$ cat config.mk
export PLATFORM = sky130hd
export DESIGN_NAME = pcs_rx_link_seq
export DESIGN_NICKNAME = d
export VERILOG_FILES = /design/src/rtl/pcs25g_pkg.sv /design/src/rtl/pcs_seq_timer.sv /design/src/rtl/pcs_rx_link_seq.sv
export SDC_FILE = /design/constraint.sdc
export NUM_CORES = 1
export LEC_CHECK = 0
export CORE_UTILIZATION = 35
export CTS_BUF_LIST = sky130_fd_sc_hd__clkbuf_4 sky130_fd_sc_hd__clkbuf_8
export DETAILED_ROUTE_END_ITERATION = 8
export GPL_TIMING_DRIVEN = 1
export PLACE_DENSITY = 0.63
export SYNTH_ARGS = -nofsm -noshare
export SYNTH_HDL_FRONTEND = slang
export SYNTH_SLANG_ARGS = --single-unit
export TNS_END_PERCENT = 20
$ cat constraint.sdc
create_clock -name clk -period 6.85 [get_ports clk]
set_input_delay 1.37 -clock clk [delete_from_list [all_inputs] [get_ports clk]]
set_output_delay 1.37 -clock clk [all_outputs]
set_load 0.02 [all_outputs]
$ cat src/rtl/pcs25g_pkg.sv
`default_nettype none
// +----------------------------------------------------------------------------+
// | pcs25g_pkg                                                                 |
// | Shared types and default constants for the 25G/28G PCS receive sequencer.  |
// | Rev 1.0                                                                    |
// +----------------------------------------------------------------------------+
package pcs25g_pkg;

    typedef enum logic [2:0] {
        LANE_RST = 3'd0,
        BLK_LOCK = 3'd1,
        AM_LOCK  = 3'd2,
        DESKEW   = 3'd3,
        UP       = 3'd4
    } rx_seq_state_e;

    localparam int unsigned C_NLANES       = 4;
    localparam int unsigned C_LOCK_TIMEOUT = 4096;
    localparam int unsigned C_RETRY_MAX    = 8;
    localparam int unsigned C_RST_HOLD     = 16;

endpackage
`default_nettype wire

$ cat src/rtl/pcs_seq_timer.sv
`default_nettype none
// +----------------------------------------------------------------------------+
// | pcs_seq_timer                                                              |
// | Loadable up-counter with terminal-count flag; wraps to zero on terminal.   |
// | Rev 1.0                                                                    |
// +----------------------------------------------------------------------------+
module pcs_seq_timer #(
    parameter int unsigned WIDTH = 12
) (
    input  logic             clk,
    input  logic             rst,
    input  logic             i_load,
    input  logic [WIDTH-1:0] i_load_val,
    input  logic [WIDTH-1:0] i_tc_val,
    output logic             o_tc
);

    logic [WIDTH-1:0] r_cnt;

    assign o_tc = (r_cnt == i_tc_val);

    always_ff @(posedge clk) begin
        if (rst) begin
            r_cnt <= '0;
        end else if (i_load) begin
            r_cnt <= i_load_val;
        end else if (o_tc) begin
            r_cnt <= '0;
        end else begin
            r_cnt <= r_cnt + 1'b1;
        end
    end

endmodule
`default_nettype wire

$ cat src/rtl/pcs_rx_link_seq.sv
`default_nettype none
// +----------------------------------------------------------------------------+
// | pcs_rx_link_seq                                                            |
// | RX link bring-up sequencer: lane reset, polarity search, lock qualifying.  |
// | Rev 1.0                                                                    |
// +----------------------------------------------------------------------------+
module pcs_rx_link_seq
    import pcs25g_pkg::*;
#(
    parameter int unsigned NLANES       = C_NLANES,
    parameter int unsigned LOCK_TIMEOUT = C_LOCK_TIMEOUT,
    parameter int unsigned RETRY_MAX    = C_RETRY_MAX,
    parameter int unsigned RST_HOLD     = C_RST_HOLD
) (
    input  logic              clk,
    input  logic              rst,
    input  logic              infer_polar,
    input  logic [NLANES-1:0] given_polar,
    input  logic              infer_blocklock,
    input  logic [NLANES-1:0] given_blocklock,
    input  logic [NLANES-1:0] block_lock,
    input  logic [NLANES-1:0] am_lock,
    input  logic              deskew_done,
    input  logic              hi_ber,
    output logic [NLANES-1:0] lane_rst,
    output logic [NLANES-1:0] polar_inv,
    output logic              deskew_start,
    output logic              link_up,
    output logic [2:0]        state,
    output logic [7:0]        restart_cnt
);

    localparam int unsigned c_TMAX = (LOCK_TIMEOUT > RST_HOLD) ? LOCK_TIMEOUT : RST_HOLD;
    localparam int unsigned c_TW   = (c_TMAX > 1) ? $clog2(c_TMAX) : 1;
    localparam int unsigned c_RW   = $clog2(RETRY_MAX + 1);

    localparam logic [c_TW-1:0] c_LOCK_TC = c_TW'(LOCK_TIMEOUT - 1);
    localparam logic [c_TW-1:0] c_HOLD_TC = c_TW'(RST_HOLD - 1);
    localparam logic [c_RW-1:0] c_RETRY   = c_RW'(RETRY_MAX);

    rx_seq_state_e     r_state;
    rx_seq_state_e     w_nxt;
    logic [c_RW-1:0]   r_tmo;
    logic [c_RW-1:0]   w_tmo_inc;
    logic [NLANES-1:0] r_polar;
    logic [NLANES-1:0] w_polar_d;
    logic [NLANES-1:0] r_lane_rst;
    logic [NLANES-1:0] w_lane_rst_d;
    logic [NLANES-1:0] w_blk;
    logic [7:0]        r_restart;
    logic              r_dsk_start;
    logic              r_link_up;
    logic              w_dsk_start_d;
    logic              w_link_up_d;
    logic              w_rst_entry;
    logic              w_blk_all;
    logic              w_am_all;
    logic              w_tc;
    logic              w_blk_tmo;
    logic              w_state_chg;
    logic [c_TW-1:0]   w_tc_val;

    assign w_blk       = infer_blocklock ? block_lock : given_blocklock;
    assign w_blk_all   = &w_blk;
    assign w_am_all    = &am_lock;
    assign w_tmo_inc   = r_tmo + 1'b1;
    assign w_blk_tmo   = (r_state == BLK_LOCK) && w_tc;
    assign w_state_chg = (w_nxt != r_state);
    assign w_tc_val    = (r_state == LANE_RST) ? c_HOLD_TC : c_LOCK_TC;

    // One timer serves the reset hold and every lock phase; reloaded on each state entry.
    pcs_seq_timer #(
        .WIDTH      (c_TW)
    ) u_timer (
        .clk        (clk),
        .rst        (rst),
        .i_load     (w_state_chg),
        .i_load_val ({c_TW{1'b0}}),
        .i_tc_val   (w_tc_val),
        .o_tc       (w_tc)
    );

    always_ff @(posedge clk) begin
        if (rst) begin
            r_state <= LANE_RST;
        end else begin
            r_state <= w_nxt;
        end
    end

    // Loss events outrank timeouts, which outrank forward progress.
    always_comb begin
        w_nxt = r_state;
        unique case (r_state)
            LANE_RST: begin
                if (w_tc) w_nxt = BLK_LOCK;
            end
            BLK_LOCK: begin
                if (w_tc) begin
                    if (w_tmo_inc == c_RETRY) w_nxt = LANE_RST;
                end else if (w_blk_all) begin
                    w_nxt = AM_LOCK;
                end
            end
            AM_LOCK: begin
                if (!w_blk_all)    w_nxt = BLK_LOCK;
                else if (w_tc)     w_nxt = LANE_RST;
                else if (w_am_all) w_nxt = DESKEW;
            end
            DESKEW: begin
                if (!w_blk_all)       w_nxt = BLK_LOCK;
                else if (!w_am_all)   w_nxt = AM_LOCK;
                else if (w_tc)        w_nxt = LANE_RST;
                else if (deskew_done) w_nxt = UP;
            end
            UP: begin
                if (hi_ber || !w_blk_all) w_nxt = BLK_LOCK;
                else if (!w_am_all)       w_nxt = AM_LOCK;
                else if (!deskew_done)    w_nxt = DESKEW;
            end
            default: w_nxt = LANE_RST;
        endcase
    end

    always_comb begin
        w_lane_rst_d  = {NLANES{w_nxt == LANE_RST}};
        w_dsk_start_d = (w_nxt == DESKEW) && (r_state != DESKEW);
        w_link_up_d   = (w_nxt == UP);
        w_rst_entry   = (w_nxt == LANE_RST) && (r_state != LANE_RST);
    end

    generate
        for (genvar gi = 0; gi < NLANES; gi++) begin : g_polar
            assign w_polar_d[gi] = !infer_polar ? given_polar[gi] :
                                   (w_blk_tmo && !w_blk[gi]) ? ~r_polar[gi] : r_polar[gi];
        end
    endgenerate

    always_ff @(posedge clk) begin
        if (rst) begin
            r_lane_rst  <= '1;
            r_dsk_start <= 1'b0;
            r_link_up   <= 1'b0;
            r_restart   <= 8'd0;
            r_tmo       <= '0;
            r_polar     <= infer_polar ? '0 : given_polar;
        end else begin
            r_lane_rst  <= w_lane_rst_d;
            r_dsk_start <= w_dsk_start_d;
            r_link_up   <= w_link_up_d;
            r_polar     <= w_polar_d;
            if (w_rst_entry && (r_restart != 8'hFF)) begin
                r_restart <= r_restart + 8'd1;
            end
            if (r_state == LANE_RST) begin
                r_tmo <= '0;
            end else if (w_blk_tmo) begin
                r_tmo <= w_tmo_inc;
            end
        end
    end

    assign lane_rst     = r_lane_rst;
    assign polar_inv    = r_polar;
    assign deskew_start = r_dsk_start;
    assign link_up      = r_link_up;
    assign state        = r_state;
    assign restart_cnt  = r_restart;

endmodule
`default_nettype wire

==> impl_metrics.json, run 1 <==
{
  "status": "finished, final reports clean",
  "multiInputGateArea_um2": 1069,
  "critical_path_class": "in -> reg",
  "crit_slowest_cell": "clkdlybuf4s50_1",
  "setup_violations": 0,
  "routedWlPerCell_um": 13.09,
  "leakage_uw": 0.0008492,
  "path_max_fanout": 13,
  "grt_max_degree": 22,
  "place_congestion": 0.7964,
  "ir_drop_v": 0.0001049,
  "cts_max_path_buffers": 2,
  "final.setup.tns_ns": 0,
  "slew_headroom_pct": 37.44,
  "num_io_pins": 43,
  "grt_pass1_wl_um": 6934,
  "netlist_area_um2": 1898,
  "yosysTopAreaCell": "dfxtp_1",
  "yosysMostFrequentCell": "dfxtp_1",
  "ys_seq_area_share_pct": 37.97,
  "clock_skew_ns": 0.003231,
  "cp_cell_sequence": "clkdlybuf4s50_1 -> nand2b_1 -> or2_2 -> a221oi_1 -> o221ai_1 -> or3b_4 -> nor4_1 -> mux2_2",
  "critPathTopFamily": "simple AND/OR/NAND/NOR gates",
  "grt_pass1_vias": 1563,
  "worst_path_largest_cell_delay_ns": 0.51,
  "hpwlAfterDp_um": 3135,
  "cts_resized": 0,
  "grt_overflow": 0,
  "yosysWarnings": 0,
  "slew_violations": 0,
  "worstSetupStartpointType": "input port",
  "synth-seq-cells": 34,
  "worst-path-buf-inv": 1,
  "fp.dieArea_um2": 5721,
  "cap_violations": 0,
  "clk_pin_slew_ns": 0.07,
  "die_h_um": 75.64,
  "syn_area_per_cell_um2": 8.707,
  "cts_hold_buf": 0,
  "finalPower_uw": 400.7,
  "fillCellCount": 509,
  "drive_gt1_share_pct": 8.949,
  "antenna_found_initial": 0,
  "hold_viol_final": 0,
  "synth_area_leaders": "dfxtp_1 (32%), edfxtp_1 (6.3%), nor2_1 (4.2%)",
  "netlist_instances": 218,
  "cp.arrival_ns": 4.13,
  "cts_root_buffer": "clkbuf_8",
  "rsz0062_at_grt": "false",
  "postCtsSetupRepairBufs": 0,
  "ant_nets": 0,
  "drc_errors": 0,
  "antennaDiodeCount": 0,
  "synth_edf_count": 4,
  "finalCritPeriodShare_pct": 57.54,
  "fin_crit_ns": 3.942,
  "yosysTopAreaCellShare_pct": 31.64,
  "drt-total-wl_um": 4281,
  "clkLatencyLatePin_ns": 0.29,
  "track_usage_pct": 16.42,
  "syn_nets": 243,
  "hold_class": "reg -> reg",
  "async_reset_ff_share_pct": 0,
  "synth_common_cells": "dfxtp_1 (30), nor2_1 (21), nand2_1 (17)",
  "h-tree-depth": 2,
  "areaGrowthSynthToFinish_pct": 27.62,
  "die_w_um": 75.64,
  "whs_ns": 0.4939,
  "fmax_mhz": 253.7,
  "powerDensity_nw_per_um2": 165.4,
  "viasPerCell": 5.208,
  "yosysUniqueCellTypes": 52,
  "start_util_pct": 36.70,
  "nets": 281,
  "cts_sinks": 34,
  "vias": 1703,
  "first_iter_violations": 146,
  "core-area_um2": 5172,
  "seq_area_um2": 720.7,
  "rows": 26,
  "firstDrtPassIters": 4,
  "worstPathRequired_ns": 7.03,
  "cts_tree": "built",
  "io_buffer_count": 42,
  "synth_ff_type": "dfxtp_1",
  "numCtsBuffers": 5,
  "end_kind": "flop",
  "worst_pin_slew_ns": 0.9343
}
## layout make-up
| class | instances | area share [%] |
|---|---|---|
| repair buffers | 42 | 17.36 |
| clock inverters | 1 | 0.2066 |
| multi-input cells | 165 | 44.11 |
| inverters | 8 | 1.240 |
| clock buffers | 7 | 3.719 |
| flip-flops and latches | 34 | 29.75 |
| well taps | 70 | 3.616 |
## cell usage in the layout (no fill, tap or decap), types with 2 or more instances in the layout
cell	instances
and3_1	3
nor2_1	21
o21ai_0	7
nor3_1	15
nand4_1	4
nor4_1	6
o221ai_1	2
mux2i_1	2
and4_1	2
clkdlybuf4s50_1	42
o22ai_1	3
nor2b_1	3
xnor2_1	6
nand3_1	9
ha_1	3
or4_1	3
xor2_1	8
inv_1	8
and3b_1	2
or3_1	3
o211ai_1	2
a21oi_1	10
edfxtp_1	4
mux2_2	6
o31ai_1	3
nand2b_1	4
or2_2	2
nand2_1	17
clkbuf_8	6
dfxtp_1	30
## flip-flops by register name, summed over array words and instances (netlist names)
signal         flops
deskew_start       1
lane_rst           1
state              3
r_tmo              4
link_up            1
restart_cnt        8
polar_inv          4
u_timer.r_cnt     12
## layer usage
metal  wire length, um  track usage (%)  share of wire [%]
met1              2006            19.22                 47
met2              2003            27.58                 47
met3               199            4.365                4.6
met4                72            8.642                1.7
met5                 0                0                  0
## kinds of logic after synthesis
| logic type | count (synthesis) | synth area share [%] |
|---|---|---|
| buffers and inverters | 19 | 5.735 |
| AO/OA/AOI/OAI | 38 | 13.84 |
| adder cells (fa/ha/maj) | 3 | 1.978 |
| XOR/XNOR | 14 | 6.460 |
| multiplexers | 8 | 4.614 |
| AND/OR/NAND/NOR | 102 | 29.40 |
| flip-flops | 34 | 37.97 |
## through the flow
step	area (um2)	util, %	setup WS (ns)	cells
4_1_cts	2422	46.83	2.902	327
6_report	2422	46.83	2.908	327
5_1_grt	2422	46.83	2.764	327
3_5_place_dp	2327	44.99	2.594	319
2_1_floorplan	1898	-	3.418	218
3_3_place_gp	2327	44.99	2.673	319
## path summary, 6_finish.rpt
| kind | cells after the start | startpoint | endpoint | slack, ns |
|---|---|---|---|---|
| setup / recovery | 8 | infer_blocklock | restart_cnt[7] | 2.91 |
| hold / removal | 1 | u_timer.r_cnt[0] | u_timer.r_cnt[0] | 0.49 |
| setup reg to reg | 7 | u_timer.r_cnt[0] | u_timer.r_cnt[6] | 3.79 |
| hold reg to reg | 1 | u_timer.r_cnt[0] | u_timer.r_cnt[0] | 0.49 |
## power by group
part	total, uW	internal, uW	leakage (uW)	switching, uW
clock network	156	84.9	0.0000517	70.9
logic	36.4	20.3	0.000513	16.1
registers	208	206	0.000284	2.61
total	401	311	0.000849	89.6
Note: power is estimated with default switching activity, not from simulation.
==> inputs of run 2 (changes only) <==
--- a/config.mk
+++ b/config.mk
@@ -9,7 +9,7 @@
 export CTS_BUF_LIST = sky130_fd_sc_hd__clkbuf_4 sky130_fd_sc_hd__clkbuf_8
 export DETAILED_ROUTE_END_ITERATION = 8
 export GPL_TIMING_DRIVEN = 1
-export PLACE_DENSITY = 0.63
+export PLACE_DENSITY = 0.65
 export SYNTH_ARGS = -nofsm -noshare
 export SYNTH_HDL_FRONTEND = slang
 export SYNTH_SLANG_ARGS = --single-unit
==> constraint.sdc (replaced) <==
create_clock -name clk -period 3.4 [get_ports clk]
set_input_delay 0.68 -clock clk [delete_from_list [all_inputs] [get_ports clk]]
set_output_delay 0.68 -clock clk [all_outputs]
set_load 0.02 [all_outputs]
==> impl_metrics.json, run 2 (synthesized netlist as in run 1, its figures left out) <==
{
  "r2r_slack_ns": 0.51,
  "num_io_pins": 43,
  "whs_ns": 0.4858,
  "r2r_cells": 8,
  "io_buffer_count": 42,
  "viasPerCell": 5.252,
  "cts_sinks": 34,
  "cp.arrival_ns": 3.23,
  "r2r_end": "u_timer.r_cnt[3]",
  "finalPower_uw": 784.4,
  "reg2reg_from": "state[0]",
  "slew_headroom_pct": 67.80,
  "status": "finished, final reports clean",
  "fin_crit_ns": 3.055,
  "hpwlAfterDp_um": 3221,
  "rows": 26,
  "nets": 287,
  "drc_errors": 0,
  "critical_path_class": "in -> reg",
  "critPathCapture": "restart_cnt[7]",
  "critical_path.startpoint": "infer_blocklock",
  "areaGrowthSynthToFinish_pct": 29.47,
  "antennaDiodeCount": 0,
  "rsz0062_at_grt": "false",
  "end_kind": "flop",
  "drt-total-wl_um": 4301,
  "grt_pass1_wl_um": 6831,
  "fmax_mhz": 327.3,
  "fillCellCount": 492,
  "ant_nets": 0,
  "cap_violations": 0,
  "largest_register_ffs": 12,
  "cts_resized": 0,
  "clk_pin_slew_ns": 0.07,
  "clock_skew_ns": 0.002271,
  "pre_cts_slack_ns": 0.06550,
  "seq_area_um2": 720.7,
  "antenna_found_initial": 0,
  "path_max_fanout": 7,
  "hold_class": "reg -> reg",
  "cts_tree": "built",
  "slew_violations": 0,
  "place_congestion": 0.8233,
  "grt_max_degree": 22,
  "fp.dieArea_um2": 5721,
  "firstDrtPassIters": 4,
  "cp_cell_sequence": "clkdlybuf4s50_1 -> nand2b_1 -> or2_2 -> a221oi_1 -> o221ai_1 -> or3b_4 -> nor4_1 -> mux2_2",
  "worstPathRequired_ns": 3.57,
  "hold_viol_final": 0,
  "start_util_pct": 36.70,
  "worst_path_largest_cell_delay_ns": 0.45,
  "fin_cells": 333,
  "postCtsSetupRepairBufs": 0,
  "worst_slack_ns": 0.3449,
  "cts_hold_buf": 0,
  "final_cell_mix": "clkdlybuf4s50_1 (42), dfxtp_1 (30), nor2_1 (21)",
  "largest_register": "u_timer.r_cnt",
  "multiInputGateArea_um2": 1069,
  "hp-start": "u_timer.r_cnt[0]",
  "ir_drop_v": 0.0001460,
  "final.setup.tns_ns": 0,
  "grt_pass1_vias": 1567,
  "drive_gt1_share_pct": 10.65,
  "vias": 1749,
  "clkLatencyLatePin_ns": 0.28,
  "dp.cells": 325,
  "routedWlPerCell_um": 12.92,
  "die_w_um": 75.64,
  "first_iter_violations": 125,
  "finalCritPeriodShare_pct": 89.86,
  "core-area_um2": 5172,
  "track_usage_pct": 15.86,
  "powerDensity_nw_per_um2": 319.2,
  "leakage_uw": 0.0008686,
  "grt_overflow": 0,
  "numCtsBuffers": 5,
  "cts_root_buffer": "clkbuf_8",
  "die_h_um": 75.64,
  "worstSetupStartpointType": "input port",
  "cts_max_path_buffers": 2,
  "worst_pin_slew_ns": 0.4763,
  "setup_violations": 0,
  "crit_slowest_cell": "or3b_4",
  "h-tree-depth": 2,
  "final_common_cell": "clkdlybuf4s50_1"
}
-- run 2: changes by cell type in the layout (fill, tap and decap cells not counted) --
cell	previous run	this run
buf_4	0	6
clkbuf_4	1	0
clkbuf_8	6	5
clkinv_1	0	1
clkinvlp_4	0	1
-- run 2: layout make-up --
type | instances | area share (%)
sequential | 34 | 29.33
tap | 70 | 3.564
timing repair buffer | 48 | 18.94
clock buffer | 5 | 2.800
clock inverter | 3 | 0.6619
multi-input combinational | 165 | 43.48
inverter | 8 | 1.222
-- run 2: worst min-delay path by stage --
stage                     slack (ns)               end  cells after the start
after global routing            0.53  u_timer.r_cnt[0]                      1
after CTS                       0.48  u_timer.r_cnt[0]                      1
final                           0.49  u_timer.r_cnt[0]                      1
after detailed placement        0.47  u_timer.r_cnt[0]                      1
after global placement          0.47  u_timer.r_cnt[0]                      1
after floorplan                 0.45  u_timer.r_cnt[0]                      1
-- run 2: metrics by stage --
| stage | utilization, % | cell area (um2) |
|---|---|---|
| 2_1_floorplan | - | 1898 |
| 5_1_grt | 47.51 | 2457 |
| 4_1_cts | 47.51 | 2457 |
| 3_3_place_gp | 45.86 | 2372 |
| 3_5_place_dp | 45.86 | 2372 |
| 6_report | 47.51 | 2457 |
-- run 2: where the power goes --
group          total (uW)  switching, uW  internal, uW
registers             420           5.22           415
logic                76.4           33.5          43.0
clock network         288            148           140
total                 784            187           598
-- run 2: routing by layer --
metal	GRT usage (%)	wire, um
met1	18.70	1982
met2	27.58	2001
met3	3.968	221
met4	6.379	95
met5	0	0
-- run 2: critical path: cells and delay by family --
kind | cells | cell delay, ns
buffers and inverters | 1 | 0.41
multiplexers | 1 | 0.36
AND/OR/NAND/NOR | 4 | 1.22
AO/OA/AOI/OAI | 2 | 0.55
==> inputs of run 3 (changes only) <==
--- a/config.mk
+++ b/config.mk
@@ -6,7 +6,8 @@
 export NUM_CORES = 1
 export LEC_CHECK = 0
 export CORE_UTILIZATION = 35
-export CTS_BUF_LIST = sky130_fd_sc_hd__clkbuf_4 sky130_fd_sc_hd__clkbuf_8
+export CTS_BUF_LIST = sky130_fd_sc_hd__clkbuf_8
+export CTS_CLUSTER_SIZE = 14
 export DETAILED_ROUTE_END_ITERATION = 8
 export GPL_TIMING_DRIVEN = 1
 export PLACE_DENSITY = 0.65
==> results of run 3 <==
No change in the layout: final DEF, timing and power equal those of run 2.
